===== config.mk =====
export PLATFORM = sky130hd
export DESIGN_NAME = velocity_lcd_writer
export DESIGN_NICKNAME = d
export VERILOG_FILES = /design/src/rtl/velocity_lcd_pkg.sv /design/src/rtl/bin16_to_bcd_seq.sv /design/src/rtl/velocity_lcd_writer.sv
export SDC_FILE = /design/constraint.sdc
export NUM_CORES = 1
export LEC_CHECK = 0
export CAP_MARGIN = 20
export CORE_ASPECT_RATIO = 0.7
export CORE_MARGIN = 1.5
export CORE_UTILIZATION = 25
export DETAILED_ROUTE_END_ITERATION = 7
export PLACE_DENSITY = 0.45
export SKIP_CTS_REPAIR_TIMING = 1
export SLEW_MARGIN = 10
export SYNTH_ARGS = -nofsm -noshare
export SYNTH_HDL_FRONTEND = slang
export SYNTH_SLANG_ARGS = --single-unit

===== constraint.sdc =====
create_clock -name clk -period 3.05 [get_ports clk]
set_input_delay 0.4575 -clock clk [delete_from_list [all_inputs] [get_ports clk]]
set_output_delay 0.4575 -clock clk [all_outputs]
set_load 0.02 [all_outputs]

===== src/rtl/velocity_lcd_pkg.sv =====
// Shared state encoding, LCD byte constants and the BCD-digit-to-ASCII helper
// for the velocity LCD writer.
package velocity_lcd_pkg;

  typedef enum logic [2:0] {
    IDLE,
    CAPTURE,
    CONVERT,
    SEND_ADDR,
    SEND_CHAR,
    DONE
  } state_t;

  localparam logic [7:0] ASCII_ZERO    = 8'h30;
  localparam logic [7:0] ASCII_SPACE   = 8'h20;
  localparam logic [7:0] ASCII_MINUS   = 8'h2D;
  localparam logic [7:0] CMD_SET_DDRAM = 8'h80;

  localparam int NUM_CHARS  = 6;
  localparam int BCD_DIGITS = 5;

  function automatic logic [7:0] digit_char(input logic [3:0] d);
    return ASCII_ZERO + {4'h0, d};
  endfunction

endpackage


===== src/rtl/bin16_to_bcd_seq.sv =====
// Sequential double-dabble: 16-bit binary to five BCD digits, one bit per cycle.
// done pulses 17 cycles after an accepted start; start is ignored while converting.
module bin16_to_bcd_seq
  import velocity_lcd_pkg::*;
(
  input  logic        clk,
  input  logic        rst,
  input  logic        start,
  input  logic [15:0] bin,
  output logic        done,
  output logic [19:0] bcd
);

  logic [15:0] shreg;
  logic [19:0] acc;
  logic [19:0] adj;
  logic [4:0]  cnt;
  logic        running;

  // Add-3 to every digit that would reach 10 or more after the next shift.
  always_comb begin
    adj = acc;
    for (int i = 0; i < BCD_DIGITS; i++) begin
      if (acc[4*i +: 4] >= 4'd5) begin
        adj[4*i +: 4] = acc[4*i +: 4] + 4'd3;
      end
    end
  end

  always_ff @(posedge clk) begin
    if (rst) begin
      running <= 1'b0;
      cnt     <= 5'd0;
      shreg   <= 16'h0000;
      acc     <= 20'h00000;
      done    <= 1'b0;
    end else begin
      done <= 1'b0;
      if (running) begin
        acc   <= {adj[18:0], shreg[15]};
        shreg <= {shreg[14:0], 1'b0};
        cnt   <= cnt - 5'd1;
        if (cnt == 5'd1) begin
          running <= 1'b0;
          done    <= 1'b1;
        end
      end else if (start) begin
        running <= 1'b1;
        cnt     <= 5'd16;
        shreg   <= bin;
        acc     <= 20'h00000;
      end
    end
  end

  // acc holds the result from done until the next accepted start.
  assign bcd = acc;

endmodule


===== src/rtl/velocity_lcd_writer.sv =====
// Periodically captures signed velocity and writes sign + five digits to one LCD line.
// One byte per req/ack handshake; a frame waits indefinitely on lcd_ack, ticks during a frame queue one frame.
module velocity_lcd_writer
  import velocity_lcd_pkg::*;
#(
  parameter int         REFRESH_CYCLES = 2500000,
  parameter logic [7:0] LINE_ADDR      = 8'h40
) (
  input  logic        clk,
  input  logic        rst,
  input  logic        enable,
  input  logic [15:0] val,
  output logic        lcd_req,
  output logic        lcd_rs,
  output logic [7:0]  lcd_data,
  input  logic        lcd_ack,
  output logic        busy,
  output logic        frame_done
);

  localparam int CW = $clog2(REFRESH_CYCLES);

  state_t      state;
  logic [CW-1:0] refresh_cnt;
  logic        tick;
  logic        pending;
  logic        start_frame;
  logic        sign;
  logic [15:0] mag;
  logic        conv_start;
  logic        conv_done;
  logic [19:0] bcd;
  logic [2:0]  idx;
  logic [7:0]  char_byte;

  always_ff @(posedge clk) begin
    if (rst || !enable) begin
      refresh_cnt <= '0;
    end else if (refresh_cnt == CW'(REFRESH_CYCLES - 1)) begin
      refresh_cnt <= '0;
    end else begin
      refresh_cnt <= refresh_cnt + CW'(1);
    end
  end

  assign tick        = enable && (refresh_cnt == CW'(REFRESH_CYCLES - 1));
  assign start_frame = enable && (tick || pending);

  always_comb begin
    case (idx)
      3'd1:    char_byte = digit_char(bcd[19:16]);
      3'd2:    char_byte = digit_char(bcd[15:12]);
      3'd3:    char_byte = digit_char(bcd[11:8]);
      3'd4:    char_byte = digit_char(bcd[7:4]);
      3'd5:    char_byte = digit_char(bcd[3:0]);
      default: char_byte = sign ? ASCII_MINUS : ASCII_SPACE;
    endcase
  end

  bin16_to_bcd_seq u_bcd (
    .clk   (clk),
    .rst   (rst),
    .start (conv_start),
    .bin   (mag),
    .done  (conv_done),
    .bcd   (bcd)
  );

  always_ff @(posedge clk) begin
    if (rst) begin
      state      <= IDLE;
      pending    <= 1'b0;
      lcd_req    <= 1'b0;
      lcd_rs     <= 1'b0;
      lcd_data   <= 8'h00;
      busy       <= 1'b0;
      frame_done <= 1'b0;
      conv_start <= 1'b0;
      sign       <= 1'b0;
      mag        <= 16'h0000;
      idx        <= 3'd0;
    end else begin
      conv_start <= 1'b0;
      frame_done <= 1'b0;

      // A tick that lands on the very cycle a queued frame launches stays queued.
      if (!enable) begin
        pending <= 1'b0;
      end else if ((state == IDLE || state == DONE) && (tick || pending)) begin
        pending <= pending && tick;
      end else if (tick && state != IDLE) begin
        pending <= 1'b1;
      end

      case (state)
        IDLE: begin
          if (start_frame) begin
            state <= CAPTURE;
            busy  <= 1'b1;
          end
        end
        CAPTURE: begin
          sign       <= val[15];
          mag        <= val[15] ? (~val + 16'd1) : val;
          conv_start <= 1'b1;
          state      <= CONVERT;
        end
        CONVERT: begin
          if (conv_done) begin
            lcd_req  <= 1'b1;
            lcd_rs   <= 1'b0;
            lcd_data <= CMD_SET_DDRAM | LINE_ADDR;
            state    <= SEND_ADDR;
          end
        end
        SEND_ADDR: begin
          if (lcd_ack) begin
            lcd_req <= 1'b0;
            idx     <= 3'd0;
            state   <= SEND_CHAR;
          end
        end
        SEND_CHAR: begin
          // req low here means the previous byte was just acked: this is the idle gap cycle.
          if (!lcd_req) begin
            lcd_req  <= 1'b1;
            lcd_rs   <= 1'b1;
            lcd_data <= char_byte;
          end else if (lcd_ack) begin
            lcd_req <= 1'b0;
            if (idx == 3'(NUM_CHARS - 1)) begin
              frame_done <= 1'b1;
              state      <= DONE;
            end else begin
              idx <= idx + 3'd1;
            end
          end
        end
        DONE: begin
          if (start_frame) begin
            state <= CAPTURE;
          end else begin
            busy  <= 1'b0;
            state <= IDLE;
          end
        end
        default: state <= IDLE;
      endcase
    end
  end

endmodule


==> flow_summary.json <==
{
  "status": "completed",
  "htree_levels": 3,
  "globalplace.congestion": 0.766,
  "num_rows": 43,
  "die_h_um": 122,
  "grt_max_degree": 82,
  "clock_latency_ns": 0.34,
  "drv_cap": 0,
  "coreArea_um2": 19900,
  "antennaDiodeCount": 0,
  "rsz0062_at_grt": "no",
  "setup-tns-final_ns": 0,
  "drive_above_1_share_pct": 5.79,
  "dpl_cell_area_um2": 5590,
  "yosys_warnings": 0,
  "synth_area_leaders": "dfxtp_1, nor2_1, xor2_1",
  "grt_pass1_wl_mm": 19.5,
  "initial_core_util_pct": 25.5,
  "cts_sinks": 100,
  "post-place-ws_ns": 0.572,
  "synthesis.nets": 644,
  "synth-seq-cells": 100,
  "chipWidth_um": 173,
  "dp_hpwl_mm": 7.89,
  "grt_overflow": 0,
  "avgRoutedWirePerCell_um": 12.8,
  "vias_per_cell": 4.61,
  "dieArea_um2": 21100,
  "drv_slew": 0,
  "p_comb_share_pct": 3.7,
  "hold_viol_final": 0,
  "antenna_found_initial": 0,
  "cp-start-kind": "primary input",
  "async_flop_share_pct": 0,
  "synth.distinct_cells": 52,
  "ioPinCount": 32,
  "swShare_pct": 21.4,
  "final_area_um2": 5910,
  "synth_most_common_cell": "nor2_1",
  "power.net_switching_mw": 0.570,
  "arrival_ns": 2.39,
  "yosysTopAreaCell": "dfxtp_1",
  "endpoint_kind": "flip-flop",
  "clkPwrFrac_pct": 47.2,
  "drc": 0,
  "finClkSkew_ns": 0.0100,
  "critPathRequiredTime_ns": 3.31,
  "clk_pin_slew_worst_paths_ns": 0.07,
  "p_leak_nw": 1.99,
  "ant_nets": 0,
  "synth_top_area_share_pct": 39.5,
  "clock_path_buffers": 2,
  "ys_seq_area_share_pct": 39.5,
  "hold_class": "reg -> reg",
  "io_buffers": 31,
  "dr.pass1.iters": 4,
  "syn_inst": 605,
  "final.setup.worst_slack_ns": 0.920,
  "power.internal_mw": 2.09,
  "dp.cells": 876,
  "grt_usage_pct": 11.5,
  "min_period_ns": 2.13,
  "seqPwrFrac_pct": 49.1,
  "yosys-top-cells-count": "nor2_1, dfxtp_1, a21oi_1",
  "tritoncts": "built",
  "area_growth_pct": 16.8,
  "crit_type": "in -> reg",
  "ir_drop_mv": 0.258,
  "drt-total-wl_mm": 11.4,
  "power_density_nw_per_um2": 450,
  "grt_pass1_vias": 3921,
  "cts_inserted_buffers": 9,
  "cp_max_fo": 4,
  "synth_edf_count": 0,
  "nets": 656,
  "whs_ns": 0.460,
  "vias": 4112,
  "worst_slew_pin_slew_ns": 0.768,
  "syn_avg_cell_area_um2": 8.37,
  "fin_crit_sh_pct": 69.8,
  "ctsRootBufferMaster": "clkbuf_16",
  "fmax_mhz": 470,
  "syn_area_um2": 5060,
  "setup_viol": 0,
  "synth_flop_cell": "dfxtp_1",
  "max_slew_margin_pct": 48.6,
  "initialDrtViolationCount": 230,
  "stdcell_count": 892
}
## critical path: stages
cell,delay [ns]
clkdlybuf4s50_1,0.51
nor4_1,0.42
nand3b_1,0.23
o41ai_1,0.41
xor2_1,0.12
a211oi_1,0.24
## metal layers
layer  track usage, %  up-vias  share of wire, %  wire length (µm)
li1                 -     2137                 -                 -
met1             16.3     1916                56              6370
met2             16.6       50                40              4590
met3             3.25        9               3.0               346
met4             3.80        0              0.98               112
met5                0        -                 0                 0
## power groups by stage
stage	Combinational, mW	Clock (mW)	Sequential (mW)
finish	0.0978	1.26	1.31
floorplan	0.0511	0	1.34
detailed placement	0.0984	0	1.34
global route	0.108	1.35	1.31
CTS	0.0990	1.30	1.31
global placement	0.0972	0	1.34
## flip-flops by register name, indices dropped and copies added (netlist names), 3 cells and up
register / flops
lcd_data: 7
state: 3
idx: 3
u_bcd.bcd: 20
mag: 16
refresh_cnt: 22
u_bcd.cnt: 5
u_bcd.shreg: 16
## cell usage in the layout (no fill, tap or decap), types with 9 or more instances in the layout
| cell type | instances |
|---|---|
| nand3_1 | 22 |
| xnor2_1 | 16 |
| o21ai_0 | 21 |
| nor2_1 | 105 |
| nor3_1 | 16 |
| clkbuf_16 | 9 |
| a211oi_1 | 17 |
| inv_1 | 22 |
| xor2_1 | 28 |
| nand2_1 | 28 |
| a21oi_1 | 47 |
| clkdlybuf4s50_1 | 30 |
| dfxtp_1 | 99 |
| nand4_1 | 11 |
| mux2i_1 | 21 |
| ha_1 | 19 |
## layout make-up
cell class | count | area (µm²)
clock buffer | 11 | 243
timing repair buffer | 39 | 365
inverter | 22 | 82.6
multi-input combinational | 445 | 2800
sequential | 100 | 2000
tap | 270 | 338
fill | 2106 | 13900
clock inverter | 5 | 83.8
## stage by stage
stage	power [mW]	utilization, %
final	2.66	29.8
after global routing	2.77	29.8
after CTS	2.71	29.8
after detailed placement	1.44	28.1
after global placement	1.43	28.1
after floorplan	1.39	-
## worst paths after layout
check,startpoint,endpoint,slack [ns],depth (start not counted)
worst min-delay path,lcd_data[0]$_SDFFE_PP0P_,lcd_data[0]$_SDFFE_PP0P_,0.46,2
worst max register to register,idx[1]$_SDFFE_PP0P_,lcd_data[2]$_SDFFE_PP0P_,1.04,7
worst min register to register,lcd_data[0]$_SDFFE_PP0P_,lcd_data[0]$_SDFFE_PP0P_,0.46,2
worst max-delay path,val[7],mag[14]$_SDFFE_PP0P_,0.92,6
## cells by family (layout without fill, tap and decap cells)
logic type	count (synthesis)	after routing	synth area share, %
xor gates and xnor gates	44	44	7.61
buffers and inverters	60	77	5.21
DFF	100	100	39.5
muxes	21	21	4.15
and+or+nand+nor	231	231	22.3
adders and majority gates	19	19	4.70
AOI/OAI and AO/OA	130	130	16.5
(Power assumes the default switching activity.)
